<file path="config.mk">
export PLATFORM = sky130hd
export DESIGN_NAME = sw_operand_loader
export DESIGN_NICKNAME = d
export VERILOG_FILES = /design/src/rtl/sw_operand_loader_pkg.sv /design/src/rtl/sw_operand_loader_btn_debounce.sv /design/src/rtl/sw_operand_loader.sv
export SDC_FILE = /design/constraint.sdc
export NUM_CORES = 1
export LEC_CHECK = 0
export CAP_MARGIN = 20
export CORE_UTILIZATION = 51
export DETAILED_ROUTE_END_ITERATION = 10
export PLACE_DENSITY = 0.79
export SYNTH_ARGS = -nofsm -noshare
export SYNTH_HDL_FRONTEND = slang
export SYNTH_SLANG_ARGS = --single-unit
</file>
<file path="constraint.sdc">
create_clock -name clk -period 15.8 [get_ports clk]
set_input_delay 3.95 -clock clk [delete_from_list [all_inputs] [get_ports clk]]
set_output_delay 3.95 -clock clk [all_outputs]
set_load 0.005 [all_outputs]
</file>
<file path="src/rtl/sw_operand_loader_pkg.sv">
// Shared definitions for the switch/button operand loader: load-phase
// encodings, phase-0 config word field positions, debounce default.
package sw_operand_loader_pkg;

  localparam int unsigned DEBOUNCE_CYCLES_DEF = 1000000;

  typedef enum logic [1:0] {
    P_CFG  = 2'd0,
    P_DATA = 2'd1,
    P_PC   = 2'd2
  } phase_t;

  // Phase-0 config word layout (MSB/LSB of each field)
  localparam int unsigned CFG_RA_MSB = 31;
  localparam int unsigned CFG_RA_LSB = 28;
  localparam int unsigned CFG_RB_MSB = 27;
  localparam int unsigned CFG_RB_LSB = 24;
  localparam int unsigned CFG_RC_MSB = 23;
  localparam int unsigned CFG_RC_LSB = 20;
  localparam int unsigned CFG_M_MSB  = 15;
  localparam int unsigned CFG_M_LSB  = 11;
  localparam int unsigned CFG_WA_MSB = 7;
  localparam int unsigned CFG_WA_LSB = 4;
  localparam int unsigned CFG_WR_BIT = 1;
  localparam int unsigned CFG_WP_BIT = 0;

endpackage

</file>
<file path="src/rtl/sw_operand_loader_btn_debounce.sv">
// Button conditioner: 2-flop synchroniser, stable-level debounce counter
// and a one-cycle pulse in the cycle the debounced level rises.
module btn_debounce #(
  parameter int unsigned DEBOUNCE_CYCLES = 1000000,
  parameter int unsigned CNT_W           = 20
) (
  input  logic i_clk,
  input  logic i_rst,
  input  logic i_raw,
  output logic o_level,
  output logic o_rise
);

  localparam logic [CNT_W-1:0] LAST = CNT_W'(DEBOUNCE_CYCLES - 1);

  logic             r_sync1;
  logic             r_sync2;
  logic             r_level;
  logic             r_level_d;
  logic [CNT_W-1:0] r_cnt;

  // Synchronise, then accept a new level only after it differed for
  // DEBOUNCE_CYCLES consecutive cycles; any bounce restarts the count.
  always_ff @(posedge i_clk or posedge i_rst) begin
    if (i_rst) begin
      r_sync1   <= 1'b0;
      r_sync2   <= 1'b0;
      r_level   <= 1'b0;
      r_level_d <= 1'b0;
      r_cnt     <= '0;
    end else begin
      r_sync1   <= i_raw;
      r_sync2   <= r_sync1;
      r_level_d <= r_level;
      if (r_sync2 != r_level) begin
        if (r_cnt == LAST) begin
          r_level <= r_sync2;
          r_cnt   <= '0;
        end else begin
          r_cnt <= r_cnt + CNT_W'(1);
        end
      end else begin
        r_cnt <= '0;
      end
    end
  end

  assign o_level = r_level;
  assign o_rise  = r_level & ~r_level_d;

endmodule

</file>
<file path="src/rtl/sw_operand_loader.sv">
// Operand loader: sequences config / write-data / new-PC captures from one
// 32-bit switch bank and emits a single-cycle commit strobe.
// Optional feature macro: LOADER_UNDO_EN (btn_back steps the phase back).
module sw_operand_loader
  import sw_operand_loader_pkg::*;
#(
  parameter int unsigned DEBOUNCE_CYCLES = DEBOUNCE_CYCLES_DEF,
  parameter int unsigned CNT_W           = 20
) (
  input  logic        clk,
  input  logic        Rst,
  input  logic [31:0] sw,
  input  logic        btn_arm,
  input  logic        btn_load,
  input  logic        btn_commit,
  input  logic        btn_back,
  output logic [3:0]  r_addr_a,
  output logic [3:0]  r_addr_b,
  output logic [3:0]  r_addr_c,
  output logic [4:0]  m,
  output logic [3:0]  w_addr,
  output logic        write_reg,
  output logic        write_pc,
  output logic [31:0] w_data,
  output logic [31:0] pc_new,
  output logic [1:0]  phase,
  output logic [2:0]  loaded,
  output logic        commit_pulse,
  output logic        err
);

  logic w_arm, w_arm_rise_nc;
  logic w_load_lvl_nc, w_load_edge;
  logic w_commit_lvl_nc, w_commit_edge;
  logic w_back_edge;

  btn_debounce #(.DEBOUNCE_CYCLES(DEBOUNCE_CYCLES), .CNT_W(CNT_W)) u_db_arm (
    .i_clk(clk), .i_rst(Rst), .i_raw(btn_arm), .o_level(w_arm), .o_rise(w_arm_rise_nc));
  btn_debounce #(.DEBOUNCE_CYCLES(DEBOUNCE_CYCLES), .CNT_W(CNT_W)) u_db_load (
    .i_clk(clk), .i_rst(Rst), .i_raw(btn_load), .o_level(w_load_lvl_nc), .o_rise(w_load_edge));
  btn_debounce #(.DEBOUNCE_CYCLES(DEBOUNCE_CYCLES), .CNT_W(CNT_W)) u_db_commit (
    .i_clk(clk), .i_rst(Rst), .i_raw(btn_commit), .o_level(w_commit_lvl_nc), .o_rise(w_commit_edge));

`ifdef LOADER_UNDO_EN
  logic w_back_lvl_nc;
  btn_debounce #(.DEBOUNCE_CYCLES(DEBOUNCE_CYCLES), .CNT_W(CNT_W)) u_db_back (
    .i_clk(clk), .i_rst(Rst), .i_raw(btn_back), .o_level(w_back_lvl_nc), .o_rise(w_back_edge));
  logic w_unused;
  assign w_unused = w_arm_rise_nc | w_load_lvl_nc | w_commit_lvl_nc | w_back_lvl_nc;
`else
  assign w_back_edge = 1'b0;
  logic w_unused;
  assign w_unused = w_arm_rise_nc | w_load_lvl_nc | w_commit_lvl_nc | btn_back | w_back_edge;
`endif

  phase_t     r_phase, w_phase_n;
  logic [2:0] r_loaded, w_loaded_n;
  logic       r_pulse, w_pulse_n;
  logic       r_err, w_err_n;
  logic       w_cap_cfg, w_cap_data, w_cap_pc;

  // Phase/mask/strobe/error state register
  always_ff @(posedge clk or posedge Rst) begin
    if (Rst) begin
      r_phase  <= P_CFG;
      r_loaded <= '0;
      r_pulse  <= 1'b0;
      r_err    <= 1'b0;
    end else begin
      r_phase  <= w_phase_n;
      r_loaded <= w_loaded_n;
      r_pulse  <= w_pulse_n;
      r_err    <= w_err_n;
    end
  end

  // Next state: commit is resolved on the pre-load mask, then a load (or
  // back step) is applied to the post-commit phase.
  always_comb begin
    w_phase_n  = r_phase;
    w_loaded_n = r_loaded;
    w_pulse_n  = 1'b0;
    w_err_n    = r_err;
    w_cap_cfg  = 1'b0;
    w_cap_data = 1'b0;
    w_cap_pc   = 1'b0;
    if (w_commit_edge) begin
      if (r_loaded == 3'b111) begin
        w_pulse_n  = 1'b1;
        w_loaded_n = '0;
        w_phase_n  = P_CFG;
        w_err_n    = 1'b0;
      end else begin
        w_err_n = 1'b1;
      end
    end
    if (w_load_edge && w_arm) begin
      case (w_phase_n)
        P_CFG:   begin w_cap_cfg  = 1'b1; w_loaded_n[0] = 1'b1; w_phase_n = P_DATA; end
        P_DATA:  begin w_cap_data = 1'b1; w_loaded_n[1] = 1'b1; w_phase_n = P_PC;   end
        P_PC:    begin w_cap_pc   = 1'b1; w_loaded_n[2] = 1'b1; w_phase_n = P_CFG;  end
        default: ;
      endcase
    end else if (w_back_edge && w_arm) begin
      case (w_phase_n)
        P_CFG:   begin w_phase_n = P_PC;   w_loaded_n[2] = 1'b0; end
        P_DATA:  begin w_phase_n = P_CFG;  w_loaded_n[0] = 1'b0; end
        P_PC:    begin w_phase_n = P_DATA; w_loaded_n[1] = 1'b0; end
        default: ;
      endcase
    end
  end

  // Operand field registers, captured per phase
  always_ff @(posedge clk or posedge Rst) begin
    if (Rst) begin
      r_addr_a  <= '0;
      r_addr_b  <= '0;
      r_addr_c  <= '0;
      m         <= '0;
      w_addr    <= '0;
      write_reg <= 1'b0;
      write_pc  <= 1'b0;
      w_data    <= '0;
      pc_new    <= '0;
    end else begin
      if (w_cap_cfg) begin
        r_addr_a  <= sw[CFG_RA_MSB:CFG_RA_LSB];
        r_addr_b  <= sw[CFG_RB_MSB:CFG_RB_LSB];
        r_addr_c  <= sw[CFG_RC_MSB:CFG_RC_LSB];
        m         <= sw[CFG_M_MSB:CFG_M_LSB];
        w_addr    <= sw[CFG_WA_MSB:CFG_WA_LSB];
        write_reg <= sw[CFG_WR_BIT];
        write_pc  <= sw[CFG_WP_BIT];
      end
      if (w_cap_data) w_data <= sw;
      if (w_cap_pc)   pc_new <= sw;
    end
  end

  assign phase        = r_phase;
  assign loaded       = r_loaded;
  assign commit_pulse = r_pulse;
  assign err          = r_err;

endmodule

</file>
Word level (Yosys, flattened, before mapping). Index checks and enable logic that the tools add are counted.

Register bits after elaboration: 165. Logic and storage cells: 73. Output and inout port bits: 94. Input bits: 38.

Eq/ne operators: 9. Reductions and logical operators: 5. Add/sub/neg operators: 3. Multiplexer cells: 25. Bitwise logic cells: 4.

Operator list (number): two-way mux 20 bit (6); adder 20 x 1 -> 20 bit, second input constant (3); equality test 20 bit, second input constant (3); two-way mux 1 bit (12); two-way mux 3 bit (3); two-way mux 2 bit (3); case mux 2 bit (3 select lines) (1); AND reduction 2 bit (3); equality test 3 bit, second input constant (1); inequality test 1 bit (3); AND 1 bit (2); equality test 2 x 1 -> 1 bit, second input constant (1); equality test 2 bit, second input constant (1); logical NOT 2 bit (1); inverter 1 bit (2); logical AND 1 bit (1).

Logic depth before layout (Yosys ltp). Gate-level depths: netlist (run 1).

Depth in word-level cells: 6. Depth in mapped cells: 8. Depth with buffers taken out: 7.

By module. From an unflattened synthesis (run 1), not the netlist that was laid out.

Cell total of the unflattened synthesis: 558. Area, all modules: 7360.8 µm².

Modules (own cells, without submodules): sw_operand_loader (area each 3930.0 µm², times used 1, cells an instance 219, sequential area each 2352.3 µm²); btn_debounce (area each 1143.6 µm², times used 3, cells an instance 113, sequential area each 600.6 µm²).

Least setup slack after synthesis (run 1). OpenSTA, ideal clock, no wires.

Path kind: flip-flop to output port. From: register r_phase[0], in the netlist phase[0]. To: output port phase[0]. Setup slack: 11.476 ns. Cell stages (with the launch flop): 1. Buffers on the path: 0. Data required time: 11.850 ns. Data arrival time: 0.374 ns. Cell sequence: dfrtp_1.

RTL lines: start: declaration (RTL line sw_operand_loader.sv:56) `phase_t r_phase, w_phase_n;`; start signal: assignment (RTL line sw_operand_loader.sv:70) `r_phase <= w_phase_n;`; end: declaration (RTL line sw_operand_loader.sv:26) `output logic [1:0] phase,`.

No word-level cell between the ends.

Worst setup path after layout (run 1).
From: register pc_new[15]. To: output port pc_new[15].

RTL lines: start: declaration (RTL line sw_operand_loader.sv:25) `output logic [31:0] pc_new,`; start signal: assignment (RTL line sw_operand_loader.sv:137) `if (w_cap_pc) pc_new <= sw;`.

No word-level cell between the ends.

==> out/qor.yml, run 1 <==
cellPowerDensity_mw_per_mm2: 101
setup_viol: 0
track_usage: 0.224
postPlaceCellArea_mm2: 0.00837
gp_congestion: 0.832
root_buffer: "clkbuf_16"
synth_nets: 595
clk_pin_slew_ns: 0.06
path_class: "reg2out"
synth_top_area_frac: 0.603
num_antenna_cells: 0
rows: 41
synth_seq_cells: 165
fp.dieW_um: 118
cp_max_fo: 2
seq_area_frac_synth: 0.603
cp-start-kind: "flop"
start_util: 0.532
ctsResizeCount: 0
route.detailed.drc: 0
cts_hold_buf: 0
cpPeakStageDelay_ns: 0.55
first_iter_violations: 304
fp.dieArea_mm2: 0.0139
clock_path_buffers: 2
worst_ep_arrival_time_ns: 1.34
design.core.area_mm2: 0.0129
cts_tree: "yes"
worst_r2r_startpoint: "u_db_commit.o_level$_DFFE_PP0P_"
setup_tns_ns: 0
whs_ns: 0.351
reg.largest.list: "pc_new x32, w_data x32"
critPathCaptureType: "output port"
grt_max_degree: 87
drt_pre_antenna_iters: 4
path_delay_family: "buffers and inverters"
port-buffer-count: 130
grt.overflow.total: 0
grt_setup_unrepaired: "false"
cp_cell_sequence: "clkdlybuf4s50_1"
ys_warn_count: 0
startpoint: "pc_new[15]$_DFFE_PP0P_"
postCtsSetupBuffers: 0
period_needed_ns: 5.29
postRouteAntennaNets: 0
routedWlPerCell_um: 16.6
netlist_area_mm2: 0.00685
die_y_um: 118
crit_buf_inv: 1
worst-r2r-setup-slack_ns: 13.26
fmax_mhz: 189
hp-start: "u_db_arm.r_sync1$_DFF_PP0_"
grt_pass1_vias: 4891
postSynthCellCount: 551
finalCritPeriodShare: 0.335
vdd_ir_drop_max_v: 0.0000636
num_io_pins: 132
vias_per_cell: 5.44
final_nets: 736
skew_ns: 0.0106
hp-class: "reg2reg"
cpMaxStageDelayCell: "clkdlybuf4s50_1"
synth_area_leaders: "dfrtp_1 60%, mux2_2 15%, xnor2_1 2.9%"
outcome: "finished, final reports clean"
clk_latency_ns: 0.42
fillers: 902
clkSinkCount: 165
p_leak_nw: 3.75
drive_gt1_frac: 0.190
slew_violations: 0
drv_cap: 0
dpl.hpwl_mm: 10.1
yosys.cell_types.count: 35
final_area_mm2: 0.00899
drt_wl_total_mm: 14.6
route.vias.total: 4772
antenna_found_initial: 0
htree_levels: 4
timing.slew.headroom: 0.474
worst_pin_slew_ns: 0.784
cts_inserted_buffers: 17
yosysTopAreaCell: "dfrtp_1"
grt_pass1_wl_mm: 24.3
cp_data_required_time_ns: 11.85
syn_area_per_cell_um2: 12.4
hold_viol_final: 0
synthToLayoutAreaGrowth_pct: 31.3
==> per-layer routing <==
layer | vias to the layer above | GRT usage | share of wire
li1 | 2222 | - | -
met1 | 2394 | 0.280 | 0.43
met2 | 145 | 0.384 | 0.51
met3 | 11 | 0.0577 | 0.045
met4 | 0 | 0.0649 | 0.0089
met5 | - | 0 | 0
==> synthesized netlist by cell type, drive strengths merged <==
library cell / n
a21oi: 18
and2: 3
and3: 5
and4: 6
and4b: 1
buf: 7
clkbuf: 9
dfrtp: 165
ha: 6
inv: 15
mux2: 90
mux2i: 1
nand2: 31
nand3: 19
nand3b: 1
nand4: 17
nand4b: 3
nand4bb: 1
nor2: 52
nor3: 11
nor4: 9
nor4b: 1
nor4bb: 1
o21ai: 15
o31ai: 6
or3: 11
or4: 5
or4b: 2
xnor2: 23
xor2: 17
==> through the flow <==
step           utilization  total power, mW  cells  setup WS, ns
5_1_grt              0.698            0.946    877         10.41
3_5_place_dp         0.650            0.515    844          9.70
3_3_place_gp         0.650            0.512    844          9.75
6_report             0.698            0.912    877         10.51
4_1_cts              0.696            0.921    876         10.15
2_1_floorplan            -            0.474    551          7.39
==> worst register-to-register path, stage by stage (launching register included) <==
cell and delay (ns):
dfrtp_1 0.43, and4b_1 0.25, nand2_1 0.14, nand2_1 0.17, inv_1 0.07, ha_1 0.18, nand2_1 0.33, buf_4 0.44
mux2_2 0.41
==> cell type report <==
| cell class | count | area (um^2) | share of cell area |
|---|---|---|---|
| timing repair buffer | 138 | 1380 | 0.154 |
| clock inverter | 7 | 95.1 | 0.0106 |
| sequential | 165 | 4130 | 0.459 |
| clock buffer | 25 | 495 | 0.0551 |
| tap | 172 | 215 | 0.0239 |
| inverter | 15 | 61.3 | 0.00682 |
| multi-input combinational | 355 | 2620 | 0.291 |
==> final timing paths <==
path,end,cells after the start
max reg2reg,pc_new[11]$_DFFE_PP0P_,8
min,u_db_arm.r_sync2$_DFF_PP0_,0
max,pc_new[15],1
min reg2reg,u_db_arm.r_sync2$_DFF_PP0_,0
min in group asynchronous,w_data[4]$_DFFE_PP0P_,2
max in group asynchronous,u_db_commit.r_cnt[3]$_DFF_PP0_,4
==> layout by cell type (no fill, tap or decap), drive strengths merged <==
master and n:
or4 5, and2 3, and4b 1, nor4b 1, and3 5, clkbuf 25, clkinvlp 1, nand3b 1
o31ai 6, dfrtp 165, nand4 17, a21oi 18, nor2 52, or3 11, nand4bb 1, xnor2 23
clkdlybuf4s50 130, clkinv 4, nand2 31, ha 6, nand4b 3, buf 8, bufinv 2, nand3 19
o21ai 15, and4 6, or4b 2, nor4bb 1, inv 15, mux2i 1, mux2 90, nor4 9
nor3 11, xor2 17
==> where the power goes <==
group,internal (mW),switching (mW)
Clock,0.250,0.154
Combinational,0.0381,0.0251
Sequential,0.437,0.00789
==> cell families after synthesis <==
logic type,synth area share
simple gates,0.137
flops,0.603
mux,0.149
xor+xnor,0.0512
compound gates,0.0312
buf+inv,0.0174
fa+ha+maj,0.0110
Note: power is estimated with default switching activity, not from simulation.
==> inputs of run 2 (changes only) <==
CORE_UTILIZATION = 47   (was 51)
PLACE_DENSITY = 0.76   (was 0.79)
clock period = 4.7 ns   (was 15.8 ns; I/O delays follow)
==> run 2 against run 1 <==
Against the previous run: routed wire length decreased by 0.54%; die area increased by 8.4%; sequential share of layout area about the same; highest routed layer unchanged.
==> out/qor.yml, run 2 (synthesized netlist as in run 1, its figures left out) <==
outcome: "finished, final reports clean"
cts_hold_buf: 0  # unchanged
drv_cap: 0  # unchanged
worst_r2r_startpoint: "u_db_commit.o_level$_DFFE_PP0P_"
fmax_mhz: 383
grt_setup_unrepaired: "false"
design.core.area_mm2: 0.0140  # +9.1%
first_iter_violations: 256  # -16%
hp-class: "reg2reg"
pre_cts_ws_ns: 1.90  # -7.79 ns
final_util: 0.641  # -0.0575
synthToLayoutAreaGrowth_pct: 31.4  # about the same
fin_ws_ns: 2.09  # -8.42 ns
critPathCaptureType: "flop"
final_nets: 737  # +0.14%
clk_latency_ns: 0.42  # about the same
grt.overflow.total: 0  # unchanged
htree_levels: 4  # unchanged
reg.largest.list: "pc_new x32, w_data x32"
postRouteAntennaNets: 0  # unchanged
track_usage: 0.205  # -0.0191
layout_commonest_cell: "dfrtp_1"
num_antenna_cells: 0  # unchanged
clock_path_buffers: 2  # unchanged
worst_ep_arrival_time_ns: 2.91  # +1.57 ns
p_leak_nw: 3.75  # +0.17%
root_buffer: "clkbuf_16"
setup_tns_ns: 0  # unchanged
route.detailed.drc: 0  # unchanged
setup_viol: 0  # unchanged
timing.slew.headroom: 0.440  # -0.0335
path_class: "reg2reg"
cp-start-kind: "flop"
clkSinkCount: 165  # unchanged
antenna_found_initial: 0  # unchanged
ctsResizeCount: 0  # unchanged
gp_congestion: 0.819  # -1.5%
cp_data_required_time_ns: 5.00  # -6.85 ns
fp.dieArea_mm2: 0.0151  # +8.4%
grt_pass1_vias: 4728  # -3.3%
cellPowerDensity_mw_per_mm2: 346  # +240%
startpoint: "u_db_commit.o_level$_DFFE_PP0P_"
num_io_pins: 132  # unchanged
vdd_ir_drop_max_v: 0.000280  # +340%
cp_max_fo: 16  # +14
start_util: 0.488  # -0.0442
slew_violations: 0  # unchanged
power_mw: 3.11  # +240%
drt_wl_total_mm: 14.5  # -0.54%
routedWlPerCell_um: 16.4  # -1.6%
die_y_um: 123  # +4.1%
drt_pre_antenna_iters: 4  # unchanged
vias_per_cell: 5.35  # -1.6%
grt_pass1_wl_mm: 23.5  # -3.2%
clk_pin_slew_ns: 0.06  # about the same
route.vias.total: 4742  # -0.63%
postCtsSetupBuffers: 0  # unchanged
cts_tree: "yes"
cts_inserted_buffers: 17  # unchanged
hp-start: "u_db_commit.r_sync1$_DFF_PP0_"
hold_viol_final: 0  # unchanged
port-buffer-count: 130  # unchanged
finalCritPeriodShare: 0.555
rows: 43  # +4.9%
dpl.hpwl_mm: 10.1  # +0.78%
drive_gt1_frac: 0.193  # +0.00256
skew_ns: 0.00731  # -0.00331 ns
grt_max_degree: 54  # -38%
period_needed_ns: 2.61
final_cell_mix: "165 x dfrtp_1, 130 x clkdlybuf4s50_1, 90 x mux2_2"
worst_pin_slew_ns: 0.837  # +0.0529 ns
fillers: 1035  # +15%
fp.dieW_um: 123  # +4.1%
[run 2: worst max-delay path, cell delays in order (launching register included)]
cell,delay [ns]
dfrtp_1,0.42
and4b_1,0.23
nand2_1,0.16
nand2_1,0.15
ha_1,0.22
nand2_1,0.61
buf_4,0.33
mux2_2,0.36
[run 2: worst paths after layout]
check	end	slack, ns	depth (start not counted)
worst max-delay path	r_addr_c[3]$_DFFE_PP0P_	2.09	7
worst min-delay path	u_db_commit.r_sync2$_DFF_PP0_	0.35	0
worst max register to register	r_addr_c[3]$_DFFE_PP0P_	2.09	7
worst min register to register	u_db_commit.r_sync2$_DFF_PP0_	0.35	0
max in group asynchronous	r_addr_c[2]$_DFFE_PP0P_	2.45	3
min in group asynchronous	u_db_commit.r_cnt[13]$_DFF_PP0_	1.19	2
[run 2: per-layer routing]
layer,wire length [um],GRT usage,vias to the layer above,share of wire
li1,-,-,2235,-
met1,6160,0.253,2400,0.42
met2,7610,0.348,95,0.52
met3,561,0.0590,12,0.039
met4,183,0.0625,0,0.013
met5,0,0,-,0
[run 2: through the flow]
stage               hold slack [ns]  area, um^2  std cells
floorplan                     0.331        6850        551
global placement              0.334        8400        854
detailed placement            0.336        8400        854
CTS                           0.348        9000        886
global route                  0.353        9000        886
finish                        0.347        9000        886
[run 2: cell type report]
cell class | count | area, um^2 | share of cell area
Sequential cell | 165 | 4130 | 0.459
Tap cell | 180 | 225 | 0.0250
Timing Repair Buffer | 139 | 1370 | 0.152
Inverter | 15 | 60.1 | 0.00667
Clock buffer | 23 | 478 | 0.0531
Clock inverter | 9 | 124 | 0.0138
Multi-Input combinational cell | 355 | 2620 | 0.291
[run 2: report_power, final]
part	switching, mW	leakage (nW)	internal [mW]
logic	0.0830	1.37	0.127
registers	0.0263	2.08	1.47
clock network	0.531	0.301	0.875
